### config.mk
export PLATFORM = sky130hd
export DESIGN_NAME = ins_sequencer_flat
export DESIGN_NICKNAME = d
export VERILOG_FILES = /design/src/rtl/ins_sequencer_pkg.sv /design/src/rtl/ins_sequencer_if.sv /design/src/rtl/ins_sequencer_downcounter.sv /design/src/rtl/ins_sequencer.sv /design/src/flat_wrapper.sv
export SDC_FILE = /design/constraint.sdc
export NUM_CORES = 1
export LEC_CHECK = 0
export CAP_MARGIN = 40
export CORE_MARGIN = 3
export CORE_UTILIZATION = 26
export CTS_BUF_LIST = sky130_fd_sc_hd__clkbuf_8 sky130_fd_sc_hd__clkbuf_16
export DETAILED_ROUTE_END_ITERATION = 16
export HOLD_SLACK_MARGIN = 0.03
export PLACE_DENSITY = 0.48
export SLEW_MARGIN = 20
export SYNTH_ARGS = -nofsm -noshare
export SYNTH_HDL_FRONTEND = slang
export SYNTH_SLANG_ARGS = --single-unit
### constraint.sdc
create_clock -name fpga_clk_i -period 2.6 [get_ports fpga_clk_i]
set_input_delay 0.39 -clock fpga_clk_i [delete_from_list [all_inputs] [get_ports fpga_clk_i]]
set_output_delay 0.39 -clock fpga_clk_i [all_outputs]
set_load 0.05 [all_outputs]
### src/rtl/ins_sequencer_pkg.sv
// Shared opcodes, FSM state encoding and error codes for the instruction sequencer.
package ins_seq_pkg;

  localparam logic [7:0] OP_NOP   = 8'h00;
  localparam logic [7:0] OP_ISSUE = 8'h01;
  localparam logic [7:0] OP_WAIT  = 8'h02;
  localparam logic [7:0] OP_READ  = 8'h03;
  localparam logic [7:0] OP_END   = 8'hFF;

  typedef enum logic [2:0] {
    ST_IDLE,
    ST_FETCH,
    ST_EXEC,
    ST_GUARD,
    ST_WAIT_IDLE,
    ST_DELAY,
    ST_WAIT_DATA
  } state_t;

  localparam logic [1:0] ERR_NONE         = 2'd0;
  localparam logic [1:0] ERR_BAD_OPCODE   = 2'd1;
  localparam logic [1:0] ERR_IDLE_TIMEOUT = 2'd2;
  localparam logic [1:0] ERR_DATA_TIMEOUT = 2'd3;

endpackage

### src/rtl/ins_sequencer_if.sv
// Instruction-FIFO and MUX-dispatch bus between the sequencer (master) and its neighbours (slave).
interface ins_sequencer_if;
  logic        ififo_empty;
  logic        ififo_rd;
  logic [31:0] ififo_data;
  logic        mux_en;
  logic [23:0] mux_ins;
  logic        mux_idle;
  logic        mux_data_ready;
  logic [15:0] mux_data;

  modport master (
    input  ififo_empty, ififo_data, mux_idle, mux_data_ready, mux_data,
    output ififo_rd, mux_en, mux_ins
  );

  modport slave (
    output ififo_empty, ififo_data, mux_idle, mux_data_ready, mux_data,
    input  ififo_rd, mux_en, mux_ins
  );
endinterface

### src/rtl/ins_sequencer_downcounter.sv
// 24-bit loadable downcounter with zero flag; shared by the guard and delay phases.
module seq_downcounter (
  input  logic        clk,
  input  logic        rst_n,
  input  logic        load,
  input  logic [23:0] load_value,
  input  logic        dec,
  output logic        zero
);
  logic [23:0] count;

  // NOTE: sequential state is always written with non-blocking assignments.
  always_ff @(posedge clk or negedge rst_n) begin
    if (!rst_n)                   count <= '0;
    else if (load)                count <= load_value;
    else if (dec && count != '0)  count <= count - 24'd1;
  end

  assign zero = (count == '0);
endmodule

### src/rtl/ins_sequencer.sv
// Fetches FWFT command words and issues timed MUX pulses/reads.
// Optional SEQ_TIMEOUT_EN adds a bounded wait on MUX idle and MUX data.
module ins_sequencer
  import ins_seq_pkg::*;
#(
  parameter int GUARD_CYCLES   = 4,
  parameter int TIMEOUT_CYCLES = 100000
) (
  input  logic        fpga_clk_i,
  input  logic        reset_n_i,
  input  logic        start_i,
  input  logic        stop_i,
  output logic        busy_o,
  output logic        done_o,
  output logic        err_o,
  output logic [1:0]  err_code_o,
  output logic        result_valid_o,
  output logic [15:0] result_data_o,
  ins_sequencer_if.master bus
);

  if (TIMEOUT_CYCLES < 1 || TIMEOUT_CYCLES > 131071) begin : g_bad_timeout
    $error("TIMEOUT_CYCLES must fit the 17-bit wait counter");
  end

  localparam logic [23:0] GUARD_LOAD = (GUARD_CYCLES > 0) ? 24'(GUARD_CYCLES - 1) : 24'd0;

  state_t      state, state_next;
  logic [31:0] ir;
  logic [7:0]  opcode;
  logic [23:0] arg;
  logic        rd_next, en_next, done_next, valid_next;
  logic        err_set, err_clr;
  logic [1:0]  err_code_set;
  logic        cnt_load, cnt_dec, cnt_zero;
  logic [23:0] cnt_value;
  logic        wait_expired;

  assign opcode = ir[31:24];
  assign arg    = ir[23:0];

  seq_downcounter u_cnt (
    .clk        (fpga_clk_i),
    .rst_n      (reset_n_i),
    .load       (cnt_load),
    .load_value (cnt_value),
    .dec        (cnt_dec),
    .zero       (cnt_zero)
  );

`ifdef SEQ_TIMEOUT_EN
  logic [16:0] wait_cnt;

  // Counts consecutive cycles spent in one of the two MUX wait states.
  always_ff @(posedge fpga_clk_i or negedge reset_n_i) begin
    if (!reset_n_i) wait_cnt <= '0;
    else if (state_next == state && (state == ST_WAIT_IDLE || state == ST_WAIT_DATA))
      wait_cnt <= wait_cnt + 17'd1;
    else
      wait_cnt <= '0;
  end

  assign wait_expired = (wait_cnt == 17'(TIMEOUT_CYCLES - 1));
`else
  assign wait_expired = 1'b0;
`endif

  always_comb begin
    // NOTE: every output of this block gets a default first so no latch is inferred.
    state_next   = state;
    rd_next      = 1'b0;
    en_next      = 1'b0;
    done_next    = 1'b0;
    valid_next   = 1'b0;
    err_set      = 1'b0;
    err_clr      = 1'b0;
    err_code_set = ERR_NONE;
    cnt_load     = 1'b0;
    cnt_value    = '0;
    cnt_dec      = 1'b0;

    case (state)
      ST_IDLE: if (start_i) begin
        state_next = ST_FETCH;
        err_clr    = 1'b1;
      end
      ST_FETCH: if (!bus.ififo_empty) begin
        rd_next    = 1'b1;
        state_next = ST_EXEC;
      end
      ST_EXEC: case (opcode)
        OP_NOP:   state_next = ST_FETCH;
        OP_ISSUE: begin
          en_next = 1'b1;
          if (GUARD_CYCLES == 0) state_next = ST_WAIT_IDLE;
          else begin
            cnt_load   = 1'b1;
            cnt_value  = GUARD_LOAD;
            state_next = ST_GUARD;
          end
        end
        OP_READ: begin
          en_next    = 1'b1;
          state_next = ST_WAIT_DATA;
        end
        OP_WAIT: begin
          if (arg == '0) state_next = ST_FETCH;
          else begin
            cnt_load   = 1'b1;
            cnt_value  = arg - 24'd1;
            state_next = ST_DELAY;
          end
        end
        OP_END: begin
          done_next  = 1'b1;
          state_next = ST_IDLE;
        end
        default: begin
          err_set      = 1'b1;
          err_code_set = ERR_BAD_OPCODE;
          state_next   = ST_IDLE;
        end
      endcase
      ST_GUARD: begin
        if (cnt_zero) state_next = ST_WAIT_IDLE;
        else          cnt_dec    = 1'b1;
      end
      ST_WAIT_IDLE: begin
        if (bus.mux_idle) state_next = ST_FETCH;
        else if (wait_expired) begin
          err_set      = 1'b1;
          err_code_set = ERR_IDLE_TIMEOUT;
          state_next   = ST_IDLE;
        end
      end
      ST_DELAY: begin
        if (cnt_zero) state_next = ST_FETCH;
        else          cnt_dec    = 1'b1;
      end
      ST_WAIT_DATA: begin
        if (bus.mux_data_ready) begin
          valid_next = 1'b1;
          state_next = ST_FETCH;
        end else if (wait_expired) begin
          err_set      = 1'b1;
          err_code_set = ERR_DATA_TIMEOUT;
          state_next   = ST_IDLE;
        end
      end
      default: state_next = ST_IDLE;
    endcase

    // Abort overrides everything, including a start in the same cycle.
    if (stop_i) begin
      state_next = ST_IDLE;
      rd_next    = 1'b0;
      en_next    = 1'b0;
      done_next  = 1'b0;
      valid_next = 1'b0;
      err_set    = 1'b0;
      err_clr    = 1'b0;
      cnt_load   = 1'b0;
    end
  end

  always_ff @(posedge fpga_clk_i or negedge reset_n_i) begin
    if (!reset_n_i) begin
      state          <= ST_IDLE;
      ir             <= '0;
      busy_o         <= 1'b0;
      done_o         <= 1'b0;
      err_o          <= 1'b0;
      err_code_o     <= ERR_NONE;
      result_valid_o <= 1'b0;
      result_data_o  <= '0;
      bus.ififo_rd   <= 1'b0;
      bus.mux_en     <= 1'b0;
      bus.mux_ins    <= '0;
    end else begin
      state          <= state_next;
      busy_o         <= (state_next != ST_IDLE);
      done_o         <= done_next;
      result_valid_o <= valid_next;
      bus.ififo_rd   <= rd_next;
      bus.mux_en     <= en_next;
      if (rd_next)    ir            <= bus.ififo_data;
      if (en_next)    bus.mux_ins   <= arg;
      if (valid_next) result_data_o <= bus.mux_data;
      if (err_clr) begin
        err_o      <= 1'b0;
        err_code_o <= ERR_NONE;
      end else if (err_set) begin
        err_o      <= 1'b1;
        err_code_o <= err_code_set;
      end
    end
  end

endmodule
### src/flat_wrapper.sv
// flat-port wrapper written by rule: the top's interface ports become plain ports
module ins_sequencer_flat import ins_seq_pkg::*;
#(
  parameter int GUARD_CYCLES   = 4,
  parameter int TIMEOUT_CYCLES = 100000
)
  (fpga_clk_i, reset_n_i, start_i, stop_i, busy_o, done_o, err_o, err_code_o, result_valid_o, result_data_o, bus_ififo_empty, bus_ififo_data, bus_mux_idle, bus_mux_data_ready, bus_mux_data, bus_ififo_rd, bus_mux_en, bus_mux_ins);
  ins_sequencer_if bus_i ();
  input  logic fpga_clk_i;
  input  logic reset_n_i;
  input  logic start_i;
  input  logic stop_i;
  output logic busy_o;
  output logic done_o;
  output logic err_o;
  output logic [1:0] err_code_o;
  output logic result_valid_o;
  output logic [15:0] result_data_o;
  input wire logic [$bits(bus_i.ififo_empty)-1:0] bus_ififo_empty;
  input wire logic [$bits(bus_i.ififo_data)-1:0] bus_ififo_data;
  input wire logic [$bits(bus_i.mux_idle)-1:0] bus_mux_idle;
  input wire logic [$bits(bus_i.mux_data_ready)-1:0] bus_mux_data_ready;
  input wire logic [$bits(bus_i.mux_data)-1:0] bus_mux_data;
  output wire logic [$bits(bus_i.ififo_rd)-1:0] bus_ififo_rd;
  output wire logic [$bits(bus_i.mux_en)-1:0] bus_mux_en;
  output wire logic [$bits(bus_i.mux_ins)-1:0] bus_mux_ins;
  assign bus_i.ififo_empty = bus_ififo_empty;
  assign bus_i.ififo_data = bus_ififo_data;
  assign bus_i.mux_idle = bus_mux_idle;
  assign bus_i.mux_data_ready = bus_mux_data_ready;
  assign bus_i.mux_data = bus_mux_data;
  assign bus_ififo_rd = bus_i.ififo_rd;
  assign bus_mux_en = bus_i.mux_en;
  assign bus_mux_ins = bus_i.mux_ins;
  ins_sequencer #(.GUARD_CYCLES(GUARD_CYCLES), .TIMEOUT_CYCLES(TIMEOUT_CYCLES)) u_core (.fpga_clk_i(fpga_clk_i), .reset_n_i(reset_n_i), .start_i(start_i), .stop_i(stop_i), .busy_o(busy_o), .done_o(done_o), .err_o(err_o), .err_code_o(err_code_o), .result_valid_o(result_valid_o), .result_data_o(result_data_o), .bus(bus_i));
endmodule
Word-level counts from Yosys, hierarchy flattened:

Cells that the tools add are included.

* output and inout bits: 48
* flip-flop bits (word level): 107
* input bits: 55
* logic and storage cells: 81

* add/sub/neg operators: 2
* equal/unequal tests: 10
* mux-type cells: 45
* reductions and logical operators: 12

Operators by type and width (count)
* 24-bit two-way mux: 4
* 24-bit zero test: 2
* 24-bit case mux with 2 select lines: 1
* 24-bit by 1-bit subtractor with 24-bit output, second input constant: 2
* 1-bit two-way mux: 26
* 3-bit two-way mux: 8
* 24-bit nonzero test: 1
* 3-bit case mux with 7 select lines: 1
* 8-bit by 2-bit equality test with 1-bit output, second input constant: 2
* 3-bit case mux with 4 select lines: 1
* 3-bit equality test, second input constant: 3
* 8-bit by 1-bit equality test with 1-bit output, second input constant: 1
* 8-bit equality test, second input constant: 1
* 8-bit zero test: 1
* 3-bit by 2-bit equality test with 1-bit output, second input constant: 2
* 2-bit two-way mux: 3
* 5-bit OR reduction: 1
* 2-bit nonzero test: 2
* 2-bit OR reduction: 2
* 3-bit by 1-bit equality test with 1-bit output, second input constant: 1
* 3-bit zero test: 1
* 3-bit nonzero test: 1
* 1-bit case mux with 2 select lines: 1
* 1-bit logical AND: 1

Longest topological paths before layout:

* depth after elaboration: 7
* depth in mapped cells: 9
* gate-level depth less buffers: 8

Hierarchy:

From an unflattened synthesis, not the netlist that was laid out.

* cells, all modules: 491
* area, all modules: 5504.0 µm²

By module, submodules not included
* ins_sequencer: area an instance 4006.3 µm², times used 1, sequential area each 2052.0 µm², cells an instance 334
* seq_downcounter: area an instance 1497.7 µm², times used 1, sequential area each 600.6 µm², cells an instance 157

Least setup slack after synthesis:

Ideal clock, no wire load.

* path type: register -> register
* start: reg u_core.ir[15]
* end: reg u_core.u_cnt.count[2]
* required time: 2.447 ns
* data arrival time: 2.226 ns
* slack: 0.221 ns
* library setup time: 0.153 ns
* clock period less this slack: 2.379 ns
* cell stages (with the launch flop): 8
* path buffers: 1
* cell sequence: dfrtp_1 -> or4_4 -> or4_4 -> buf_6 -> o2111ai_4 -> nand3_4 -> a21oi_1 -> a311oi_1

* longest elaborated chain between the ends: 6
* elaborated cells between the ends (all ways): 10
* those cells by class: mux: 8; reduce/logical: 2

RTL lines
* start, declared: RTL line ins_sequencer.sv:29 `logic [31:0] ir;`
* start signal, assigned: RTL line ins_sequencer.sv:186 `if (rd_next) ir <= bus.ififo_data;`
* 24-bit zero test (*): RTL line ins_sequencer.sv:107 `if (arg == '0) state_next = ST_FETCH;`
* 1-bit two-way mux: RTL line ins_sequencer.sv:107
* 1-bit case mux with 2 select lines: RTL line ins_sequencer.sv:91 `ST_EXEC: case (opcode)`
* 1-bit two-way mux: RTL line ins_sequencer.sv:82 `case (state)`
* 1-bit two-way mux: RTL line ins_sequencer.sv:154 `if (stop_i) begin`
* 24-bit two-way mux or 2-bit nonzero test (tied branches)
* end signal, assigned: RTL line ins_sequencer_downcounter.sv:15 `else if (load) count <= load_value;`
* end signal, assigned: RTL line ins_sequencer_downcounter.sv:16 `else if (dec && count != '0) count <= count - 24'd1;`
* end, declared: RTL line ins_sequencer_downcounter.sv:10 `logic [23:0] count;`

Every way passes the cells marked *; elsewhere a longest branch is shown, timed or not.
A chain may end at the register's enable or synchronous reset.

Worst setup path after layout:

* start: reg u_core.ir[15]
* end: reg u_core.u_cnt.count[14]

Same word-level chain as after synthesis.

==> results.ini <==
[global_routing]
antenna_found_initial = 0
grtUsageTotal_pct = 13.2
grt_pass1_wl_um = 23200
first_global_vias = 4275
grt-ovfl-total = 0
grt_max_degree = 47

[critical_path]
cp.required_ns = 2.84
cp-start-kind = flip-flop
end_kind = flip-flop
worstReg2RegEnd = u_core.u_cnt.count[14]
r2r-start = u_core.ir[15]
crit_path_max_fanout = 15
cp.arrival_ns = 2.71
path_class = reg -> reg
rr_worst_depth = 6
r2r_setup_slack_ns = 0.13

[yosys]
synth_top_area_share_pct = 49.9
ys_warn_count = 0
syn-num-nets = 527
yosysMostFrequentCell = dfrtp_1
yosysSeqAreaShare_pct = 49.9
synthArstFlopShare_pct = 100
synth_edf_count = 0
yosysTopAreaCell = dfrtp_1
synth_area_leaders = dfrtp_1, mux2_2, nor2_1
netlist_instances = 469
synth_cell_types = 60
ys_ff_latch = 106
ys.flop_type = dfrtp_1
synth_common_cells = dfrtp_1, mux2_2, nor2_1
syn-cell-area_um2 = 5310
synth_area_per_cell_um2 = 11.3

[cts]
numCtsBuffers = 9
cts_num_sinks = 106
cts_tree = built
clockBufferDepth = 2
clk_pin_slew_ns = 0.07
clock_latency_ns = 0.36
h-tree-depth = 3
cts_root_buf = clkbuf_16

[die]
initial_core_util_pct = 26.9
die_x_um = 149
num_rows = 51
dieArea_um2 = 22200
core-area_um2 = 19800
dieHeight_um = 149
ios = 103

[power_and_ir_drop]
power.leakage_nw = 2.95
cellPowerDensity_nw_per_um2 = 664
peakVddDrop_mv = 0.336

[sta]
fmax_ghz = 0.405
setup_viol_count_final = 0
fin_setup_tns_ns = 0
timing.slew.headroom_pct = 64.5
timing.final.crit_share_pct = 95.0
skew_ns = 0.0115
timing.final.crit_period_ns = 2.47
slew_viol_final = 0
setup_slack_ns = 0.129
worstMarginPinSlew_ns = 0.530
hold_viol_final = 0

[layout]
insertedDiodeCount = 0
fin_util_pct = 36.7
final_design_area_no_fill_um2 = 7270
area_delta_synth_final_pct = 36.8
drive_above_1_share_pct = 22.9
fillers = 2025
final_nets = 665

[route]
num_vias = 4127
drc = 0
wl_per_cell_um = 16.3
antenna_left = 0
dr.pass1.iters = 4
viasPerCell = 4.71
wl_um = 14300
drt-initial-drc-count = 146

[status]
status = finished clean

[run]
cap_violations = 0

[place]
place_hpwl_um = 11000
place_area_um2 = 6930
gp_congestion = 0.846
io_buffers = 101
pre_cts_slack_ns = 0.0900

[hold_path]
hp-class = in -> async

==> cell usage in the layout (no fill, tap or decap), types with 11 or more instances in the layout <==
cell / instances
a21oi_1: 13
buf_4: 38
clkdlybuf4s50_1: 100
dfrtp_1: 106
mux2_2: 61
nand2_1: 22
nand3_1: 14
nor2_1: 41
nor3_1: 22
nor4_1: 11
xnor2_1: 17
xor2_1: 13
==> cell families after synthesis <==
| family | Yosys count | share of synthesized area [%] |
|---|---|---|
| muxes | 73 | 15.4 |
| xor gates and xnor gates | 30 | 4.95 |
| other | 1 | 0.0706 |
| adders and majority gates | 3 | 0.707 |
| AOI/OAI and AO/OA | 64 | 9.16 |
| buffers and inverters | 22 | 1.98 |
| and+or+nand+nor | 170 | 17.8 |
| DFF | 106 | 49.9 |
==> worst max path at each step <==
stage / slack (ns) / cells after the start / startpoint / endpoint
after floorplan: 0.22 / 7 / u_core.ir[15] / u_core.u_cnt.count[2]
after global placement: 0.16 / 6 / u_core.ir[15] / u_core.u_cnt.count[14]
after detailed placement: 0.09 / 6 / u_core.ir[15] / u_core.u_cnt.count[1]
after CTS: 0.07 / 6 / u_core.ir[15] / u_core.u_cnt.count[18]
after global routing: -0.001 / 6 / u_core.ir[15] / u_core.u_cnt.count[14]
final: 0.13 / 6 / u_core.ir[15] / u_core.u_cnt.count[14]
==> sequential cells by signal (all words and copies together) (netlist names), 3 cells and up <==
signal                count
u_core.ir                32
u_core.bus.mux_ins       24
u_core.result_data_o     16
u_core.state              3
u_core.u_cnt.count       24
==> stage by stage <==
| stage | hold WS [ns] | power, mW | std cells |
|---|---|---|---|
| floorplan | 0.0944 | 2.89 | 469 |
| detailed placement | 0.324 | 3.42 | 859 |
| global placement | 0.322 | 3.39 | 859 |
| global route | 0.519 | 5.10 | 877 |
| finish | 0.494 | 4.83 | 877 |
| CTS | 0.502 | 4.90 | 876 |
==> power breakdown <==
group / total (mW) / switching, mW / internal (mW)
clock: 1.45 / 0.659 / 0.795
sequential: 2.20 / 0.289 / 1.91
combinational: 1.17 / 0.584 / 0.590
==> critical path: stages, from the launching register on <==
cell and delay, ns:
dfrtp_1 0.38, or4_4 0.57, or4_4 0.57, o2111ai_4 0.38
nand2_8 0.18, nor3_1 0.21, nor2_1 0.07
==> cell type report <==
cell class	instances	area (µm²)	share of cell area [%]
flip-flops and latches	106	2650	36.5
multi-input cells	341	2570	35.4
repair buffers	143	1380	18.9
well taps	265	332	4.56
clock buffers	10	239	3.29
clock inverters	6	76.3	1.05
inverters	6	22.5	0.310
==> timing repair <==
| action | CTS | global route |
|---|---|---|
| hold endpoints to repair | 21 | 0 |
| endpoints found under the setup margin | 0 | 3 |
| gates resized for setup | 0 | 1 |
| buffers inserted | 0 | 1 |
| hold buffers | 1 | 0 |
==> layer usage <==
| metal | GRT usage, % | share of wire [%] |
|---|---|---|
| met5 | 0 | 0 |
| met4 | 3.71 | 1.5 |
| met3 | 2.55 | 4.1 |
| met2 | 21.5 | 49 |
| met1 | 18.0 | 46 |
Power figures use the tool's default switching activity.
